File: src/rtl/cache_mem_pkg.sv
// rtl/cache_mem_pkg.sv - shared types and constants for the L1 cache memory responder
package cache_mem_pkg;

   localparam int         LINE_WORDS_DEF = 4;
   localparam logic [3:0] TYPE_NONE      = 4'hf;

   typedef enum logic [2:0] {
      ST_IDLE,
      ST_RD_ISSUE,
      ST_RD_DRAIN,
      ST_WR_ISSUE,
      ST_WR_NOP
   } state_e;

endpackage

File: src/rtl/l1c_mem_responder.sv
// rtl/l1c_mem_responder.sv - L1 cache request responder: line-fill read bursts and masked single-word writes
module l1c_mem_responder
   import cache_mem_pkg::*;
#(
   parameter int LINE_WORDS = LINE_WORDS_DEF,
   parameter int ADDR_W     = 32,
   parameter int DATA_W     = 32
) (
   input  logic              clk,
   input  logic              rst,
   input  logic              I_req,
   input  logic [ADDR_W-1:0] I_addr,
   input  logic              I_write,
   input  logic [DATA_W-1:0] I_in,
   input  logic [3:0]        I_type,
   output logic [DATA_W-1:0] I_out,
   output logic              I_valid,
   output logic              I_wait,
   output logic              mem_req,
   output logic [ADDR_W-1:0] mem_addr,
   output logic [3:0]        mem_web,
   output logic [DATA_W-1:0] mem_di,
   input  logic              mem_gnt,
   input  logic              mem_rvalid,
   input  logic [DATA_W-1:0] mem_do,
   output logic [31:0]       rd_cnt,
   output logic [31:0]       wr_cnt
);

   localparam int               IDX_W    = $clog2(LINE_WORDS);
   localparam logic [IDX_W-1:0] IDX_LAST = IDX_W'(LINE_WORDS - 1);
   localparam logic [IDX_W-1:0] IDX_ONE  = IDX_W'(1);

   state_e              state_q, state_d;
   logic [ADDR_W-1:2]   addr_q, addr_d;
   logic [DATA_W-1:0]   data_q, data_d;
   logic [3:0]          type_q, type_d;
   logic [IDX_W-1:0]    issue_q, issue_d;
   logic [IDX_W-1:0]    ret_q, ret_d;
   logic                wait_q, wait_d;
   logic [31:0]         rd_cnt_q, rd_cnt_d;
   logic [31:0]         wr_cnt_q, wr_cnt_d;

   // Memory is word addressed; the byte offset of a request never reaches the port.
   logic unused_addr_lsb;
   assign unused_addr_lsb = ^I_addr[1:0];

   always_ff @(posedge clk or negedge rst) begin
      if (!rst) begin
         state_q  <= ST_IDLE;
         addr_q   <= '0;
         data_q   <= '0;
         type_q   <= TYPE_NONE;
         issue_q  <= '0;
         ret_q    <= '0;
         wait_q   <= 1'b0;
         rd_cnt_q <= '0;
         wr_cnt_q <= '0;
      end else begin
         state_q  <= state_d;
         addr_q   <= addr_d;
         data_q   <= data_d;
         type_q   <= type_d;
         issue_q  <= issue_d;
         ret_q    <= ret_d;
         wait_q   <= wait_d;
         rd_cnt_q <= rd_cnt_d;
         wr_cnt_q <= wr_cnt_d;
      end
   end

   always_comb begin
      state_d  = state_q;
      addr_d   = addr_q;
      data_d   = data_q;
      type_d   = type_q;
      issue_d  = issue_q;
      ret_d    = ret_q;
      wait_d   = wait_q;
      rd_cnt_d = rd_cnt_q;
      wr_cnt_d = wr_cnt_q;
      mem_req  = 1'b0;
      mem_addr = '0;
      mem_web  = TYPE_NONE;
      mem_di   = '0;
      I_valid  = 1'b0;
      I_out    = '0;

      case (state_q)
         ST_IDLE: begin
            if (I_req) begin
               addr_d  = I_addr[ADDR_W-1:2];
               data_d  = I_in;
               type_d  = I_type;
               issue_d = '0;
               ret_d   = '0;
               wait_d  = 1'b1;
               if (!I_write)
                  state_d = ST_RD_ISSUE;
               else if (I_type == TYPE_NONE)
                  state_d = ST_WR_NOP;
               else
                  state_d = ST_WR_ISSUE;
            end
         end
         ST_RD_ISSUE: begin
            mem_req  = 1'b1;
            mem_addr = {addr_q[ADDR_W-1:IDX_W+2], issue_q, 2'b00};
            if (mem_gnt) begin
               issue_d = issue_q + IDX_ONE;
               if (issue_q == IDX_LAST)
                  state_d = ST_RD_DRAIN;
            end
         end
         ST_RD_DRAIN: begin
         end
         ST_WR_ISSUE: begin
            mem_req  = 1'b1;
            mem_addr = {addr_q, 2'b00};
            mem_web  = type_q;
            mem_di   = data_q;
            if (mem_gnt) begin
               state_d  = ST_IDLE;
               wait_d   = 1'b0;
               wr_cnt_d = wr_cnt_q + 32'd1;
            end
         end
         ST_WR_NOP: begin
            state_d  = ST_IDLE;
            wait_d   = 1'b0;
            wr_cnt_d = wr_cnt_q + 32'd1;
         end
         default: state_d = ST_IDLE;
      endcase

      // Return beats pass straight through; the final beat overrides any issue-side transition.
      if (state_q == ST_RD_ISSUE || state_q == ST_RD_DRAIN) begin
         I_valid = mem_rvalid;
         I_out   = mem_do;
         if (mem_rvalid) begin
            ret_d = ret_q + IDX_ONE;
            if (ret_q == IDX_LAST) begin
               state_d  = ST_IDLE;
               wait_d   = 1'b0;
               rd_cnt_d = rd_cnt_q + 32'd1;
            end
         end
      end
   end

   assign I_wait = wait_q;
   assign rd_cnt = rd_cnt_q;
   assign wr_cnt = wr_cnt_q;

endmodule
File: config.mk
export PLATFORM = sky130hd
export DESIGN_NAME = l1c_mem_responder
export DESIGN_NICKNAME = d
export VERILOG_FILES = /design/src/rtl/cache_mem_pkg.sv /design/src/rtl/l1c_mem_responder.sv
export SDC_FILE = /design/constraint.sdc
export NUM_CORES = 1
export LEC_CHECK = 0
export ABC_AREA = 1
export CAP_MARGIN = 20
export CORE_ASPECT_RATIO = 1.2
export CORE_MARGIN = 4
export CORE_UTILIZATION = 45
export CTS_CLUSTER_SIZE = 30
export DETAILED_ROUTE_END_ITERATION = 8
export PLACE_DENSITY = 0.78
export REMOVE_ABC_BUFFERS = 1
export SLEW_MARGIN = 0
export SYNTH_ARGS = -nofsm -noshare
export SYNTH_HDL_FRONTEND = slang
export SYNTH_SLANG_ARGS = --single-unit
File: constraint.sdc
create_clock -name clk -period 1.85 [get_ports clk]
set_clock_uncertainty 0.2 [all_clocks]
set_input_delay 0.185 -clock clk [delete_from_list [all_inputs] [get_ports clk]]
set_output_delay 0.185 -clock clk [all_outputs]
set_load 0.01 [all_outputs]
After elaboration in Yosys (flattened, before gate mapping)
Cells that the tools add are included.
{"block": "op_classes", "add_sub_neg": 4, "eq_ne": 10, "n_mux": 31, "n_reduce_logical": 9}
{"op": "$pmux 32 s2", "count": 2}
{"op": "$mux 32", "count": 3}
{"op": "$add 32x1->32 const B", "count": 2}
{"op": "$mux 3", "count": 9}
{"op": "$mux 2", "count": 6}
{"op": "$pmux 3 s4", "count": 1}
{"op": "$mux 1", "count": 7}
{"op": "$eq 3x2->1 const B", "count": 2}
{"op": "$ne 2x2->1 const B", "count": 3}
{"op": "$reduce_and 3->1", "count": 2}
{"op": "$add 2x1->2 const B", "count": 2}
{"op": "$eq 2x2->1 const B", "count": 2}
{"op": "$eq 4x4->1 const B", "count": 1}
{"op": "$mux 4", "count": 1}
{"op": "$pmux 2 s2", "count": 1}
{"op": "$reduce_and 2->1", "count": 2}
{"op": "$reduce_bool 2->1", "count": 2}
{"op": "$eq 3x1->1 const B", "count": 1}
{"op": "$eq 3x3->1 const B", "count": 1}
{"op": "$logic_not 3->1", "count": 1}
{"op": "$pmux 1 s3", "count": 1}
{"op": "$reduce_or 2->1", "count": 1}
{"op": "$logic_or 1x1->1", "count": 1}
{"block": "totals", "register_bits": 138, "elab_cells": 63}

Logic depth before layout (Yosys ltp)
{"block": "logic_depth", "depth_word": 8, "mapped_depth": 10}

Least setup slack after synthesis
No wires, ideal clock.
{"block": "synth_path", "path_type": "register -> register", "start": "register wr_cnt_q[0], in the netlist wr_cnt[0]", "end": "register wr_cnt_q[22], in the netlist wr_cnt[22]", "stages_incl_launch_ff": 11, "setup_slack_ns": 0.075, "setup_ns": 0.117, "arrival_time_ns": 1.458, "t_required_ns": 1.533, "path_cell_list": "dfrtp_1 > ha_1 > nand2_1 > nor2_1 > nand2_1 > nor2_2 > nand2_2 > nor2_2 > nand2_1 > nand2_1 > nand2_1"}
{"block": "synth_between", "elab_chain_cells": 3}
{"item": "start: declaration", "line_no": "l1c_mem_responder.sv:42", "source": "logic [31:0] wr_cnt_q, wr_cnt_d;"}
{"item": "start signal: assignment", "line_no": "l1c_mem_responder.sv:68", "source": "wr_cnt_q <= wr_cnt_d;"}
{"item": "$add 32x1->32 *", "line_no": "l1c_mem_responder.sv:125, l1c_mem_responder.sv:131"}
{"item": "$mux 32", "line_no": "l1c_mem_responder.sv:122", "source": "if (mem_gnt) begin"}
{"item": "$pmux 32 s2 *", "line_no": "l1c_mem_responder.sv:89", "source": "case (state_q)"}
Mark *: on every way between the ends. The rest lies on a longest branch, timed or not. The select of a mux whose other input is x is not followed.
A chain may end at the register's enable or synchronous reset.

Worst setup path in the final report
{"block": "layout_path", "start": "register state_q[2]", "end": "output port mem_di[4]"}
{"block": "layout_between", "elab_chain_cells": 2}
{"item": "start: declaration", "line_no": "l1c_mem_responder.sv:34", "source": "state_e state_q, state_d;"}
{"item": "start signal: assignment", "line_no": "l1c_mem_responder.sv:60", "source": "state_q <= state_d;"}
{"item": "$eq 3x2->1", "line_no": "l1c_mem_responder.sv:89"}
{"item": "$mux 32", "line_no": "l1c_mem_responder.sv:89"}
{"item": "end: declaration", "line_no": "l1c_mem_responder.sv:22", "source": "output logic [DATA_W-1:0] mem_di,"}
No other way between the ends.

==> results.cfg <==
[run_status]
status = finished with violations
violations = setup timing

[synth]
synthArstFlopShare_pct = 100
avgSynthCellArea_um2 = 7.16
synth.distinct_cells = 32
syn_inst = 1037
synth_area_mm2 = 0.00742
synthesis.yosys.warnings = 0
synth_seq_area_share_pct = 46.6
ys.flop_type = dfrtp_1
synth_edf_count = 0
ys_seq_elements = 138

[route]
wl_met1_um = 9010
drc = 0
wl_met3_um = 2140
routedWlPerCell_um = 15.0
finalWirelength_um = 24000
ant_nets = 0
vias = 7782
wl_met2_um = 12400
drt_iter0_drc = 460
top_layer = met4
dr.pass1.iters = 6
routed_via_density = 4.88

[power_and_ir_drop]
p_total_w = 0.0149
total_leakage_power_nw = 5.79
ir_drop_mv = 1.08
power.density_mw_per_mm2 = 1260

[setup_path]
ff2ff_setup_slack_ns = -0.05
criticalPathCategory = register to output pin
cp_slowest_cell = dfrtp_1
cp.required_ns = 1.46
critical_path_buf_inv_count = 4
max_stage_delay_ns = 0.43
cpLargestDelayFamily = buffers and inverters
crit_arrival_ns = 1.69
start_kind = register
crit_path_max_fanout = 14
endpoint_kind = output pin
cp_cell_sequence = nor3_4 > buf_6 > inv_8 > buf_16 > nor2_2 > buf_2

[sta]
setup_viol = 102
rsz0062_at_grt = true
timing.final.ws_setup_ns = -0.223
finalHoldViolCount = 0
period_needed_ns = 2.07
worst_slew_pin_slew_ns = 0.507
max_freq_mhz = 482
slew-limit-headroom_pct = 66.2
slew_viol_final = 0
finalCritPeriodShare_pct = 112

[final_layout]
syn_to_final_growth_pct = 59.3
final_cells = 1595
layout-drive-gt1-share_pct = 25.0
nNetsFinal = 1480
final_common_cell = nand2_1
nFillCells = 1227
regArea_mm2 = 0.00349
diodes = 0
multi_input_area_mm2 = 0.00361
final_cell_mix = nand2_1, nor2_1, clkdlybuf4s50_1

[clock_network]
clock_sinks = 138
htreeDepth = 4
cts_root_buffer = clkbuf_16
cts.reportedPaths.clkPinSlew_ns = 0.06
clkLatencyLatePin_ns = 0.42
clockBufferDepth = 2
cts_buffers = 17
cts_tree = yes

[placement]
routabilityCongestion = 0.884
dp_hpwl_um = 16400
dp.cells = 1538
port_buffers = 268

[grt]
first_global_vias = 7665
grt_use_total_pct = 23.7
grt_start_max_net_pins = 52
globalRouteOverflowTotal = 0
grt_pass1_wl_um = 36100
antenna_found_initial = 0

[floorplanning]
die_h_um = 149
coreArea_mm2 = 0.0162
start_util_pct = 45.8
fp.dieW_um = 125
rows = 51
die_area_mm2 = 0.0186
top_level_ports = 273

[job]
drv_cap = 0

[hold_path]
hp-class = input pin to asynchronous set/reset pin
repair_timing:
item,4_1_cts,5_1_grt
resized for setup,473,158
setup endpoints to repair,110,165
endpoints found under the hold margin,138,0
buffers inserted,5,7
hold buffers,1,0
cloned,5,7
pin swaps,3,8
power breakdown:
part	leakage, nW	switching (W)	total [W]	internal (W)
clock network	0.289	0.00137	0.00344	0.00208
logic	3.88	0.00397	0.00717	0.00320
registers	1.63	0.000373	0.00426	0.00389
total	5.79	0.00571	0.0149	0.00916
logic make-up (layout without fill, tap and decap cells):
logic type | after synthesis | count (layout) | synth area share, %
buf+inv | 194 | 537 | 10.6
mux | 6 | 6 | 0.910
other cells | 1 | 2 | 0.0505
xor+xnor | 35 | 35 | 4.13
flops | 138 | 138 | 46.6
compound gates | 71 | 71 | 4.86
simple gates | 588 | 590 | 32.2
fa+ha+maj | 4 | 4 | 0.674
state kept, by name, indices dropped and copies added (netlist names):
register,count
I_wait,1
wr_cnt,32
type_q,4
addr_q,30
ret_q,2
state_q,3
rd_cnt,32
data_q,32
issue_q,2
through the flow:
step	hold slack [ns]	setup slack [ns]	cell area [µm²]	utilization, %	setup TNS, ns
after floorplan	-0.311	-1.07	7250	-	-63.80
final	0.0820	-0.223	11800	72.9	-15.71
after CTS	0.103	-0.230	11100	68.3	-12.92
after global placement	-0.0297	-0.228	10700	65.8	-12.68
after detailed placement	-0.0182	-0.270	10700	65.8	-16.44
after global routing	0.119	-0.321	11800	72.9	-24.75
worst reg2reg max path, stage by stage, from the launching register on:
cell	delay (ns)
dfrtp_1	0.42
buf_4	0.15
buf_4	0.13
nor2_4	0.09
buf_6	0.13
nand3_4	0.14
buf_6	0.17
clkbuf_16	0.15
nor2_1	0.11
a21oi_1	0.07
synth_stat cells, types with 2 or more instances:
library cell / n / share of area [%]
nor2_2: 3 / 0.25
xor2_1: 22 / 2.6
buf_4: 3 / 0.30
buf_1: 2 / 0.10
inv_2: 5 / 0.25
nand3b_1: 4 / 0.40
xnor2_1: 13 / 1.5
nor2_1: 259 / 13
buf_6: 4 / 0.61
nand3_2: 2 / 0.27
nor2_4: 5 / 0.76
mux2_2: 6 / 0.91
or2_2: 4 / 0.34
ha_1: 4 / 0.67
buf_2: 13 / 0.88
nand2_2: 2 / 0.17
a21oi_1: 62 / 4.2
inv_1: 159 / 8.0
nand3_1: 36 / 2.4
nand2_1: 255 / 13
clkbuf_1: 8 / 0.40
nand4_1: 13 / 1.1
o21ai_0: 7 / 0.47
dfrtp_1: 134 / 45
dfstp_2: 4 / 1.4
nor3_1: 2 / 0.13
per-layer routing:
metal | track usage, % | vias up
met4 | 6.78 | 0
li1 | - | 3807
met1 | 26.2 | 3598
met5 | 0 | -
met3 | 7.44 | 39
met2 | 43.9 | 338
final cells by class:
cell class / count / area share, %
inverter: 164 / 5.51
timing repair buffer: 337 / 26.7
clock buffer: 21 / 3.89
timing repair inverter: 4 / 0.434
sequential: 138 / 29.5
clock inverter: 11 / 1.13
tap: 212 / 2.24
multi-input combinational: 708 / 30.6
worst paths after layout:
check | startpoint | to | cells past startpoint
worst max-delay path | state_q[2] | mem_di[4] | 6
min in group clk | I_in[28] | data_q[28] | 3
worst max register to register | state_q[0] | addr_q[22] | 9
worst min register to register | wr_cnt[18] | wr_cnt[18] | 1
worst min-delay path | rst | rd_cnt[31] | 2
max in group asynchronous | rst | wr_cnt[16] | 3
No activity file was read; power rests on OpenSTA's default activity.
